==> src/rtl/counter_ctrl_pkg.sv <==
// Shared types and default sizes for the programmable interval timer.
package counter_ctrl_pkg;

    typedef enum logic [1:0] {
        IDLE   = 2'd0,
        RUN    = 2'd1,
        PAUSED = 2'd2
    } ctrl_state_t;

    localparam int DEF_WIDTH   = 16;
    localparam int DEF_PRESC_W = 8;

endpackage

==> src/rtl/tick_prescaler.sv <==
// Divide-by-(prescale+1) enable generator; counts only while run is high.
module tick_prescaler #(
    parameter int PRESC_W = 8
) (
    input  logic               clk,
    input  logic               rstn,
    input  logic               clr,
    input  logic               run,
    input  logic [PRESC_W-1:0] prescale,
    output logic               en
);

    logic [PRESC_W-1:0] cnt_q;
    logic [PRESC_W-1:0] cnt_d;

    assign en = run && (cnt_q == prescale);

    always_comb begin
        cnt_d = cnt_q;
        if (clr) begin
            cnt_d = '0;
        end else if (run) begin
            cnt_d = en ? '0 : cnt_q + PRESC_W'(1);
        end
    end

    always_ff @(posedge clk or negedge rstn) begin
        if (!rstn) begin
            cnt_q <= '0;
        end else begin
            cnt_q <= cnt_d;
        end
    end

endmodule

==> src/rtl/counter_timer_ctrl.sv <==
// Interval timer: sequencing FSM plus counter datapath, with one-shot/periodic
// expiry, pause/resume and a sticky interrupt. All outputs are registered.
module counter_timer_ctrl
    import counter_ctrl_pkg::*;
#(
    parameter int WIDTH   = DEF_WIDTH,
    parameter int PRESC_W = DEF_PRESC_W
) (
    input  logic               clk,
    input  logic               rstn,
    input  logic               start,
    input  logic               stop,
    input  logic               pause,
    input  logic               resume,
    input  logic               mode_periodic,
    input  logic [WIDTH-1:0]   period,
    input  logic [PRESC_W-1:0] prescale,
    input  logic               irq_clr,
    output logic [WIDTH-1:0]   count,
    output logic               busy,
    output logic               tick,
    output logic               irq,
    output ctrl_state_t        dbg_state
);

    ctrl_state_t        state_q, state_d;
    logic [WIDTH-1:0]   count_q, count_d;
    logic [WIDTH-1:0]   period_q, period_d;
    logic [PRESC_W-1:0] prescale_q, prescale_d;
    logic               mode_q, mode_d;
    logic               tick_q, tick_d;
    logic               irq_q, irq_d;

    logic stop_v, pause_v, resume_v;
    logic presc_clr, presc_run, en, expiry;

    // Commands that are meaningless in the current state are dropped here,
    // so a lower-priority command can still act in the same cycle.
    always_comb begin
        stop_v    = stop && (state_q != IDLE);
        pause_v   = pause && (state_q == RUN);
        resume_v  = resume && (state_q == PAUSED);
        presc_clr = stop_v || start;
        presc_run = (state_q == RUN) && !stop_v && !start && !pause_v;
    end

    tick_prescaler #(.PRESC_W(PRESC_W)) u_presc (
        .clk      (clk),
        .rstn     (rstn),
        .clr      (presc_clr),
        .run      (presc_run),
        .prescale (prescale_q),
        .en       (en)
    );

    assign expiry = presc_run && en && (count_q == period_q);

    always_comb begin
        state_d    = state_q;
        count_d    = count_q;
        period_d   = period_q;
        prescale_d = prescale_q;
        mode_d     = mode_q;
        tick_d     = 1'b0;
        irq_d      = irq_q;

        if (stop_v) begin
            state_d = IDLE;
            count_d = '0;
        end else if (start) begin
            state_d    = RUN;
            count_d    = '0;
            period_d   = period;
            prescale_d = prescale;
            mode_d     = mode_periodic;
        end else if (pause_v) begin
            state_d = PAUSED;
        end else if (resume_v) begin
            state_d = RUN;
        end else if (presc_run && en) begin
            if (expiry) begin
                count_d = '0;
                tick_d  = 1'b1;
                if (!mode_q) begin
                    state_d = IDLE;
                end
            end else begin
                count_d = count_q + WIDTH'(1);
            end
        end

        // Expiry wins over a simultaneous clear.
        if (expiry) begin
            irq_d = 1'b1;
        end else if (irq_clr) begin
            irq_d = 1'b0;
        end
    end

    always_ff @(posedge clk or negedge rstn) begin
        if (!rstn) begin
            state_q    <= IDLE;
            count_q    <= '0;
            period_q   <= '0;
            prescale_q <= '0;
            mode_q     <= 1'b0;
            tick_q     <= 1'b0;
            irq_q      <= 1'b0;
        end else begin
            state_q    <= state_d;
            count_q    <= count_d;
            period_q   <= period_d;
            prescale_q <= prescale_d;
            mode_q     <= mode_d;
            tick_q     <= tick_d;
            irq_q      <= irq_d;
        end
    end

    assign count     = count_q;
    assign busy      = (state_q != IDLE);
    assign tick      = tick_q;
    assign irq       = irq_q;
    assign dbg_state = state_q;

endmodule

==> config.mk <==
export PLATFORM = sky130hd
export DESIGN_NAME = counter_timer_ctrl
export DESIGN_NICKNAME = d
export VERILOG_FILES = /design/src/rtl/counter_ctrl_pkg.sv /design/src/rtl/tick_prescaler.sv /design/src/rtl/counter_timer_ctrl.sv
export SDC_FILE = /design/constraint.sdc
export NUM_CORES = 1
export LEC_CHECK = 0
export CORE_AREA = 2 2 76 78
export DETAILED_ROUTE_END_ITERATION = 10
export DIE_AREA = 0 0 78 80
export GPL_TIMING_DRIVEN = 0
export PLACE_DENSITY = 0.89
export SYNTH_ARGS = -nofsm -noshare
export SYNTH_HDL_FRONTEND = slang
export SYNTH_SLANG_ARGS = --single-unit
==> constraint.sdc <==
create_clock -name clk -period 2.1 [get_ports clk]
set_input_delay 0.42 -clock clk [delete_from_list [all_inputs] [get_ports clk]]
set_output_delay 0.42 -clock clk [all_outputs]
set_load 0.1 [all_outputs]
* Word-level counts from Yosys, hierarchy flattened
Cells that the tools add are included.
** Storage, ports and cells
- Logic and storage cells :: 64
- Flip-flop bits (word level) :: 53
- Output and inout port bits :: 21
- Input bits :: 32
** Operators by class
- Equality and inequality tests :: 7
- Reductions and logical operators :: 22
- Bitwise gates (word level) :: 1
- Multiplexer cells :: 24
- $add $sub $neg :: 2
** Operators by type and width (number)
- two-way mux 16 bit :: 6
- two-way mux 8 bit :: 3
- adder 16 x 1 -> 16 bit (second input constant) :: 1
- == test 16 bit :: 1
- two-way mux 2 bit :: 7
- nonzero test 5 bit :: 2
- logical AND 1 bit :: 9
- adder 8 x 1 -> 8 bit (second input constant) :: 1
- == test 8 bit :: 1
- two-way mux 1 bit :: 8
- inequality test 3 bit (second input constant) :: 2
- AND reduction 3 bit :: 2
- nonzero test 2 bit :: 3
- inequality test 5 x 2 -> 1 bit (second input constant) :: 1
- logical NOT 1 bit :: 3
- nonzero test 3 bit :: 1
- == test 2 x 1 -> 1 bit (second input constant) :: 1
- == test 2 bit (second input constant) :: 1
- AND reduction 2 bit :: 1
- logical OR 1 bit :: 1
- inverter 1 bit :: 1

* Logic depth before layout (Yosys ltp)
Gate-level depths: netlist of the first run.
- Depth in word-level cells :: 15
- Mapped depth :: 8
- Depth with buffers taken out :: 6

* By module
Synthesis of the first run repeated with hierarchy kept, for this count alone.
** Unflattened totals
- Cell total of the unflattened synthesis :: 257
- Area, all modules :: 2834.0 µm²
** Modules (own cells, without submodules)
- counter_timer_ctrl :: sequential area each 1126.1 µm², cells an instance 206, area each 2311.0 µm², times used 1
- tick_prescaler :: sequential area each 200.2 µm², cells an instance 51, area each 523.0 µm², times used 1

* Worst setup path after synthesis of the first run
OpenSTA, ideal clock, no wires.
- Path type :: register to register
- Start :: register state_q[0], in the netlist dbg_state[0]
- End :: register period_q[0]
- Cell stages (with the launch flop) :: 6
- Period minus slack after synthesis :: 2.757 ns
- Setup slack :: -0.657 ns
- Required time :: 1.975 ns
- Buffers on the path :: 1
- Library setup time :: 0.125 ns
- Arrival :: 2.632 ns
- Path through :: dfrtp_1 or2_2 nand2_1 nand2_1 clkbuf_1 mux2_2
** Between the ends
- Longest elaborated chain between the ends :: 4
** Ends and longest elaborated chain
- start, declared :: line counter_timer_ctrl.sv:26 : ctrl_state_t state_q, state_d;
- start signal, assigned :: line counter_timer_ctrl.sv:110 : state_q <= state_d;
- nonzero test 2 bit
- named net busy :: line counter_timer_ctrl.sv:20 : output logic busy,
- logical AND 1 bit :: line counter_timer_ctrl.sv:40 : stop_v = stop && (state_q != IDLE);
- inverter 1 bit (no line)
- AND reduction 2 bit (no line)
- end signal, assigned :: line counter_timer_ctrl.sv:112 : period_q <= period_d;
- end, declared :: line counter_timer_ctrl.sv:28 : logic [WIDTH-1:0] period_q, period_d;
The timed path passes the listed nets, and every way through them passes these cells.
A chain may end at the register's enable or synchronous reset.

* Worst setup path after layout of the first run
- Start :: input port pause
- End :: register count_q[12], in the netlist count[12]
** Between the ends
- Longest elaborated chain between the ends :: 12
- Elaborated cells on any way between the ends :: 15
- Classes of those cells :: eq/ne (1); mux (6); reduce/logical (8)
** Ends and longest elaborated chain
- start, declared :: line counter_timer_ctrl.sv:13 : input logic pause,
- logical AND 1 bit * :: line counter_timer_ctrl.sv:41 : pause_v = pause && (state_q == RUN);
- logical NOT 1 bit :: line counter_timer_ctrl.sv:44 : presc_run = (state_q == RUN) && !stop_v && !start && !pause_v;
- logical AND 1 bit :: line counter_timer_ctrl.sv:44
- logical AND 1 bit :: line tick_prescaler.sv:16 : assign en = run && (cnt_q == prescale);
- logical AND 1 bit :: line counter_timer_ctrl.sv:56, counter_timer_ctrl.sv:80
- logical AND 1 bit :: line counter_timer_ctrl.sv:56 : assign expiry = presc_run && en && (count_q == period_q);
- two-way mux 16 bit :: line counter_timer_ctrl.sv:81 : if (expiry) begin
- two-way mux 16 bit :: line counter_timer_ctrl.sv:80 : end else if (presc_run && en) begin
- two-way mux 16 bit :: line counter_timer_ctrl.sv:78 : end else if (resume_v) begin
- two-way mux 16 bit :: line counter_timer_ctrl.sv:76 : end else if (pause_v) begin
- two-way mux 16 bit :: line counter_timer_ctrl.sv:70 : end else if (start) begin
- two-way mux 16 bit :: line counter_timer_ctrl.sv:67 : if (stop_v) begin
- end signal, assigned :: line counter_timer_ctrl.sv:111 : count_q <= count_d;
- end, declared :: line counter_timer_ctrl.sv:27 : logic [WIDTH-1:0] count_q, count_d;
Every way passes the cells marked *; elsewhere a longest branch is shown, timed or not. The select of a mux whose other input is x is not followed.

==> results of run 1 <==
kinds of logic (layout without fill, tap and decap cells):
| family | Yosys count | after routing | synth area share (%) |
|---|---|---|---|
| and+or+nand+nor | 86 | 86 | 18.0 |
| DFF | 53 | 53 | 49.0 |
| xor gates and xnor gates | 25 | 25 | 8.08 |
| AOI/OAI and AO/OA | 45 | 45 | 10.9 |
| muxes | 27 | 27 | 11.1 |
| adders and majority gates | 2 | 2 | 0.924 |
| buffers and inverters | 13 | 84 | 1.94 |
worst min path at each step:
| stage | from | endpoint | slack (ns) |
|---|---|---|---|
| after CTS | rstn | period_q[15] | 0.09 |
| after detailed placement | rstn | prescale_q[0] | 0.43 |
| after floorplan | rstn | count[0] | 0.12 |
| after global placement | count[10] | count[10] | 0.50 |
| after global routing | rstn | period_q[15] | 0.11 |
| final | rstn | period_q[15] | 0.08 |
layout by cell type, fill, tap and decap left out, types with 2 or more instances in the layout:
| cell type | count |
|---|---|
| dfrtp_1 | 34 |
| clkdlybuf4s50_1 | 28 |
| mux2_2 | 25 |
| xor2_1 | 24 |
| nand2_1 | 18 |
| dfrtp_2 | 17 |
| dlygate4sd2_1 | 15 |
| nand3_1 | 12 |
| o21ai_0 | 11 |
| nor2_1 | 10 |
| buf_4 | 10 |
| a21oi_1 | 8 |
| nor3_1 | 7 |
| inv_1 | 6 |
| a21o_1 | 6 |
| nor4_2 | 5 |
| nand4_1 | 5 |
| clkbuf_2 | 5 |
| and3_1 | 5 |
| a22o_1 | 5 |
| clkbuf_8 | 5 |
| buf_2 | 4 |
| clkdlybuf4s15_1 | 4 |
| or3_1 | 3 |
| o22ai_1 | 3 |
| nor4_4 | 2 |
| nand2_2 | 2 |
| nand2b_1 | 2 |
| clkbuf_1 | 2 |
| and4_1 | 2 |
| o31ai_1 | 2 |
| mux2i_1 | 2 |
| nor2b_1 | 2 |
| or4_1 | 2 |
| o21a_1 | 2 |
| ha_1 | 2 |
| dfrtp_4 | 2 |
| dlymetal6s2s_1 | 2 |
critical path, stage by stage:
cell             delay, ns
clkdlybuf4s50_1       0.51
nor4_4                0.35
and3_4                0.29
nand2_2               0.11
or4_1                 0.53
nand3_1               0.10
through the flow:
step	util [%]	worst slack (ns)
after floorplan	-	-0.0370
after global placement	62.0	-1.29
after detailed placement	62.3	-0.483
after CTS	65.3	-0.0948
after global routing	66.3	-0.0637
final	66.3	0.0413
flip-flops by register name, indices dropped and copies added, names as in the netlist:
| register | cells |
|---|---|
| count | 16 |
| period_q | 16 |
| prescale_q | 8 |
| tick | 1 |
| mode_q | 1 |
| irq | 1 |
| dbg_state | 2 |
| u_presc.cnt_q | 8 |
routing by layer:
| metal | global-route usage, % | vias to the layer above |
|---|---|---|
| li1 | - | 1049 |
| met1 | 27.5 | 1070 |
| met2 | 34.7 | 103 |
| met3 | 5.54 | 14 |
| met4 | 8.42 | 0 |
| met5 | 0 | - |
report_power, final:
group	switching [mW]	internal, mW	total, mW
clock network	0.338	0.354	0.693
logic	0.232	0.213	0.445
registers	0.0598	1.11	1.17
total	0.630	1.67	2.30
final cells by class:
class	instances	area, sq um	area share [%]
inverter	6	22.5	0.628
tap	72	90.1	2.51
multi-input combinational	185	1390	38.8
sequential	53	1360	37.8
timing repair buffer	63	587	16.4
buffer	7	33.8	0.942
clock inverter	2	35.0	0.977
clock buffer	6	72.6	2.02
repair_timing:
action                     CTS  global route
buffers inserted             6             4
pin swaps                    3             6
resized for setup           27            18
setup endpoints to repair   44            24
==> flow_summary.yaml, run 1 <==
floorplanning:
  die_area_sq_um: 6240
  die_h_microns: 80
  initial_core_util_pct: 50.1
  fp.dieW_microns: 78
  io_pins: 53
  row_count: 27
  fp.coreArea_sq_um: 5410
sta:
  fin_skew_ns: 0.0124
  maxSlewViolCount: 0
  setup_tns_ns: 0
  finalHoldViolations: 0
  rsz0062_at_grt: "true"
  slew_headroom_pct: 35.8
  fmax_ghz: 0.486
  finalCritPeriodShare_pct: 98.0
  timing.final.crit_period_ns: 2.06
  worst_pin_slew_ns: 0.966
  holdWs_ns: 0.0800
  final-setup-viol-count: 0
final_layout:
  drive_above_1_share_pct: 27.3
  finalNonFillerCells: 394
  nets: 355
  layout-area-overhead-vs-synth_pct: 32.4
  antenna_cells: 0
  n_fill_cell: 429
  finalInstanceArea_sq_um: 3590
place:
  dp_hpwl_microns: 4390
  dp_cells: 376
  port_buffers: 52
  postPlaceCellArea_sq_um: 3370
  place.gp.congestion: 0.906
global_routing:
  grtUsageTotal_pct: 21.4
  grt_pass1_wl_microns: 10300
  antenna_found_initial: 0
  grt_pass1_vias: 2122
  grt_max_degree: 32
  overflow: 0
cts:
  cts_tree: "yes"
  cts.sinks: 53
  clock_latency_ns: 0.32
  cts.htree.levels: 2
  cts_hold_buf: 0
  clk_path_buf_depth: 2
  clkSlewWorstSetupHoldPaths_ns: 0.10
  numCtsBuffers: 5
  cts-root-buf: "clkbuf_8"
routing:
  vias: 2236
  antenna_left: 0
  drc: 0
  routed-wl-met2_microns: 3110
  routed_wl_microns: 6430
  route.met3.wl_microns: 523
  wl_met1_microns: 2650
  top_layer_used: "met4"
  wl_per_cell_microns: 16.3
  viasPerCell: 5.68
  drt-initial-drc-count: 262
  firstDrtPassIters: 4
logic_synthesis:
  yosys-top-cells-area: "dfrtp_1, mux2_2, xor2_1, nand2_1, nand3_1"
  synth_top_area_share_pct: 49.0
  ys_seq_elements: 53
  yosys-top-cells-count: "dfrtp_1, mux2_2, xor2_1"
  ys.flop_type: "dfrtp_1"
  yosysSeqAreaShare_pct: 49.0
  ys_warn_count: 0
  postSynthNetCount: 285
  synth.most_common_cell: "dfrtp_1"
  synth-async-reset-ratio_pct: 100
  netlist_instances: 251
  netlist_area_sq_um: 2710
  syn_avg_cell_area_sq_um: 10.8
  ys_types: 43
  synth_edf_count: 0
  yosysTopAreaCell: "dfrtp_1"
setup_path:
  reg2regPathDepth: 6
  worstSetupStartpointType: "primary input"
  crit_start: "pause"
  endpoint_kind: "flop"
  path_class: "in2reg"
  critPathArrivalTime_ns: 2.30
  r2r-end: "count[12]"
  crit_end: "count[12]"
  worstPathRequired_ns: 2.34
  reg2reg_from: "u_presc.cnt_q[4]"
  r2r_slack_ns: 0.06
  crit_fanout: 6
power:
  leakagePower_nw: 1.65
  power_density_nw_per_um2: 642
  ir_drop_uv: 311
  power.total_mw: 2.30
flow_run:
  maxCapViolCount: 0
run_status:
  status: "completed"
min_path:
  hp-class: "in2async"
No activity file was read; power rests on OpenSTA's default activity.
==> run 2, diff against run 1 <==
PLACE_DENSITY = 0.88   (was 0.89)
==> run 2 against run 1 <==
Sequential share of layout area is 0.57 points higher. First-iteration DRC count is 25% lower. Critical path depth is 1 higher. Setup slack worse by 0.020 ns. Register-to-register slack worse by 0.04 ns. Core utilization is 1.0 points lower. Global-route usage is 0.070 points higher. Fmax is 0.95% lower. Largest power group unchanged.
==> flow_summary.yaml, run 2 (synthesis results as in run 1) <==
run_status:
  status: "completed"
sta:
  slew_headroom_pct: 34.8
  timing.final.crit_period_ns: 2.08
  maxSlewViolCount: 0
  holdWs_ns: 0.131
  fin_skew_ns: 0.00735
  worst_pin_slew_ns: 0.981
  finalCritPeriodShare_pct: 99.0
  finalHoldViolations: 0
  final-setup-viol-count: 0
  fmax_ghz: 0.481
setup_path:
  critPathArrivalTime_ns: 2.32
  max_stage_delay_ns: 0.51
  path_class: "reg2reg"
  cpMaxStageDelayCell: "or4_1"
  crit_buf_inv: 1
  cpLargestDelayFamily: "simple AND/OR/NAND/NOR gates"
  worstPathRequired_ns: 2.35
  crit_chain: "xor2_1 -> nor4_2 -> buf_4 -> and3_4 -> nand2_2 -> or4_1 -> nand3_1"
  crit_fanout: 5
  worstSetupStartpointType: "flop"
  endpoint_kind: "flop"
floorplanning:
  die_h_microns: 80
  fp.coreArea_sq_um: 5410
  fp.dieW_microns: 78
  die_area_sq_um: 6240
  row_count: 27
  initial_core_util_pct: 50.1
  io_pins: 53
final_layout:
  layout_common_cells: "dfrtp_1, clkdlybuf4s50_1, mux2_2"
  layout-area-overhead-vs-synth_pct: 30.3
  nets: 350
  final_common_cell: "dfrtp_1"
  drive_above_1_share_pct: 25.6
  n_fill_cell: 442
  multiInputGateArea_sq_um: 1390
  antenna_cells: 0
  seqCellArea_sq_um: 1350
routing:
  antenna_left: 0
  routed_wl_microns: 6230
  firstDrtPassIters: 4
  drt-initial-drc-count: 196
  viasPerCell: 5.73
  drc: 0
  vias: 2228
  wl_per_cell_microns: 16.0
power:
  power.total_mw: 2.17
  p_sw_mw: 0.628
  ir_drop_uv: 387
  p_seq_share_pct: 53.7
  pwr-share-clk_pct: 25.7
  p_comb_share_pct: 20.6
  swShare_pct: 28.9
  power.internal_mw: 1.55
  leakagePower_nw: 1.61
  power_density_nw_per_um2: 616
global_routing:
  antenna_found_initial: 0
  grtUsageTotal_pct: 21.4
  grt_pass1_wl_microns: 10500
  grt_pass1_vias: 2196
  grt_max_degree: 29
  overflow: 0
cts:
  clkSlewWorstSetupHoldPaths_ns: 0.09
  cts.sinks: 53
  clock_latency_ns: 0.31
  cts.htree.levels: 2
  numCtsBuffers: 5
  cts-root-buf: "clkbuf_8"
  cts_hold_buf: 0
  clk_path_buf_depth: 2
  cts_tree: "yes"
min_path:
  hp-class: "in2async"
place:
  port_buffers: 52
  dp_hpwl_microns: 4410
  place.gp.congestion: 0.904
flow_run:
  maxCapViolCount: 0
-- run 2: changes by cell type in the layout (fill, tap and decap cells not counted), moves of 2 or more --
cell	change
buf_4	-4
clkdlybuf4s15_1	-2
dlygate4sd2_1	+3
clkbuf_2	-2
-- run 2: worst paths after layout --
kind	startpoint	end	slack, ns	depth (start not counted)
setup reg to reg	u_presc.cnt_q[0]	count[12]	0.02	7
min in group clk	irq	irq	0.52	2
setup / recovery	u_presc.cnt_q[0]	count[12]	0.02	7
max in group asynchronous	rstn	count[9]	1.39	2
hold reg to reg	irq	irq	0.52	2
hold / removal	rstn	prescale_q[1]	0.13	1
-- run 2: timing repair --
item	CTS	global route
resized for setup	23	21
setup buffers	2	4
pin swaps	2	5
endpoints found under the setup margin	43	23
-- run 2: worst register-to-register path, delay by kind of cell (launching register included) --
kind          cells  cell delay [ns]
simple gates      5             1.23
flops             1             0.44
xor+xnor          1             0.18
buf+inv           1             0.18
-- run 2: cell type report --
cell class	instances	area share (%)
buffer	6	0.886
clock buffer	6	2.06
clock inverter	2	0.284
inverter	6	0.638
multi-input combinational	185	39.5
sequential	53	38.4
tap	72	2.55
timing repair buffer	59	15.7
-- run 2: stage by stage --
step                      setup TNS (ns)  setup WS, ns  area, sq um  utilization, %  std cells
after floorplan                  -0.0370       -0.0370         2740               -        251
after global placement            -64.95         -1.29         3350            62.0        375
after detailed placement          -12.36        -0.432         3370            62.3        376
after CTS                        -0.0692       -0.0692         3450            63.9        386
after global routing             -0.0881       -0.0411         3530            65.3        389
final                                  0        0.0215         3530            65.3        389
-- run 2: power groups by stage --
stage / combinational, mW / clock [mW] / sequential (mW)
floorplan: 0.252 / 0 / 1.20
global placement: 0.409 / 0 / 1.18
detailed placement: 0.425 / 0 / 1.19
CTS: 0.429 / 0.574 / 1.17
global route: 0.487 / 0.624 / 1.18
finish: 0.449 / 0.558 / 1.17
-- run 2: metal layers --
layer	global-route usage [%]	up-vias	wire, microns
met5	0	-	0
met4	7.89	0	106
met3	4.64	11	331
met2	34.4	75	3050
met1	28.7	1101	2740
li1	-	1041	-
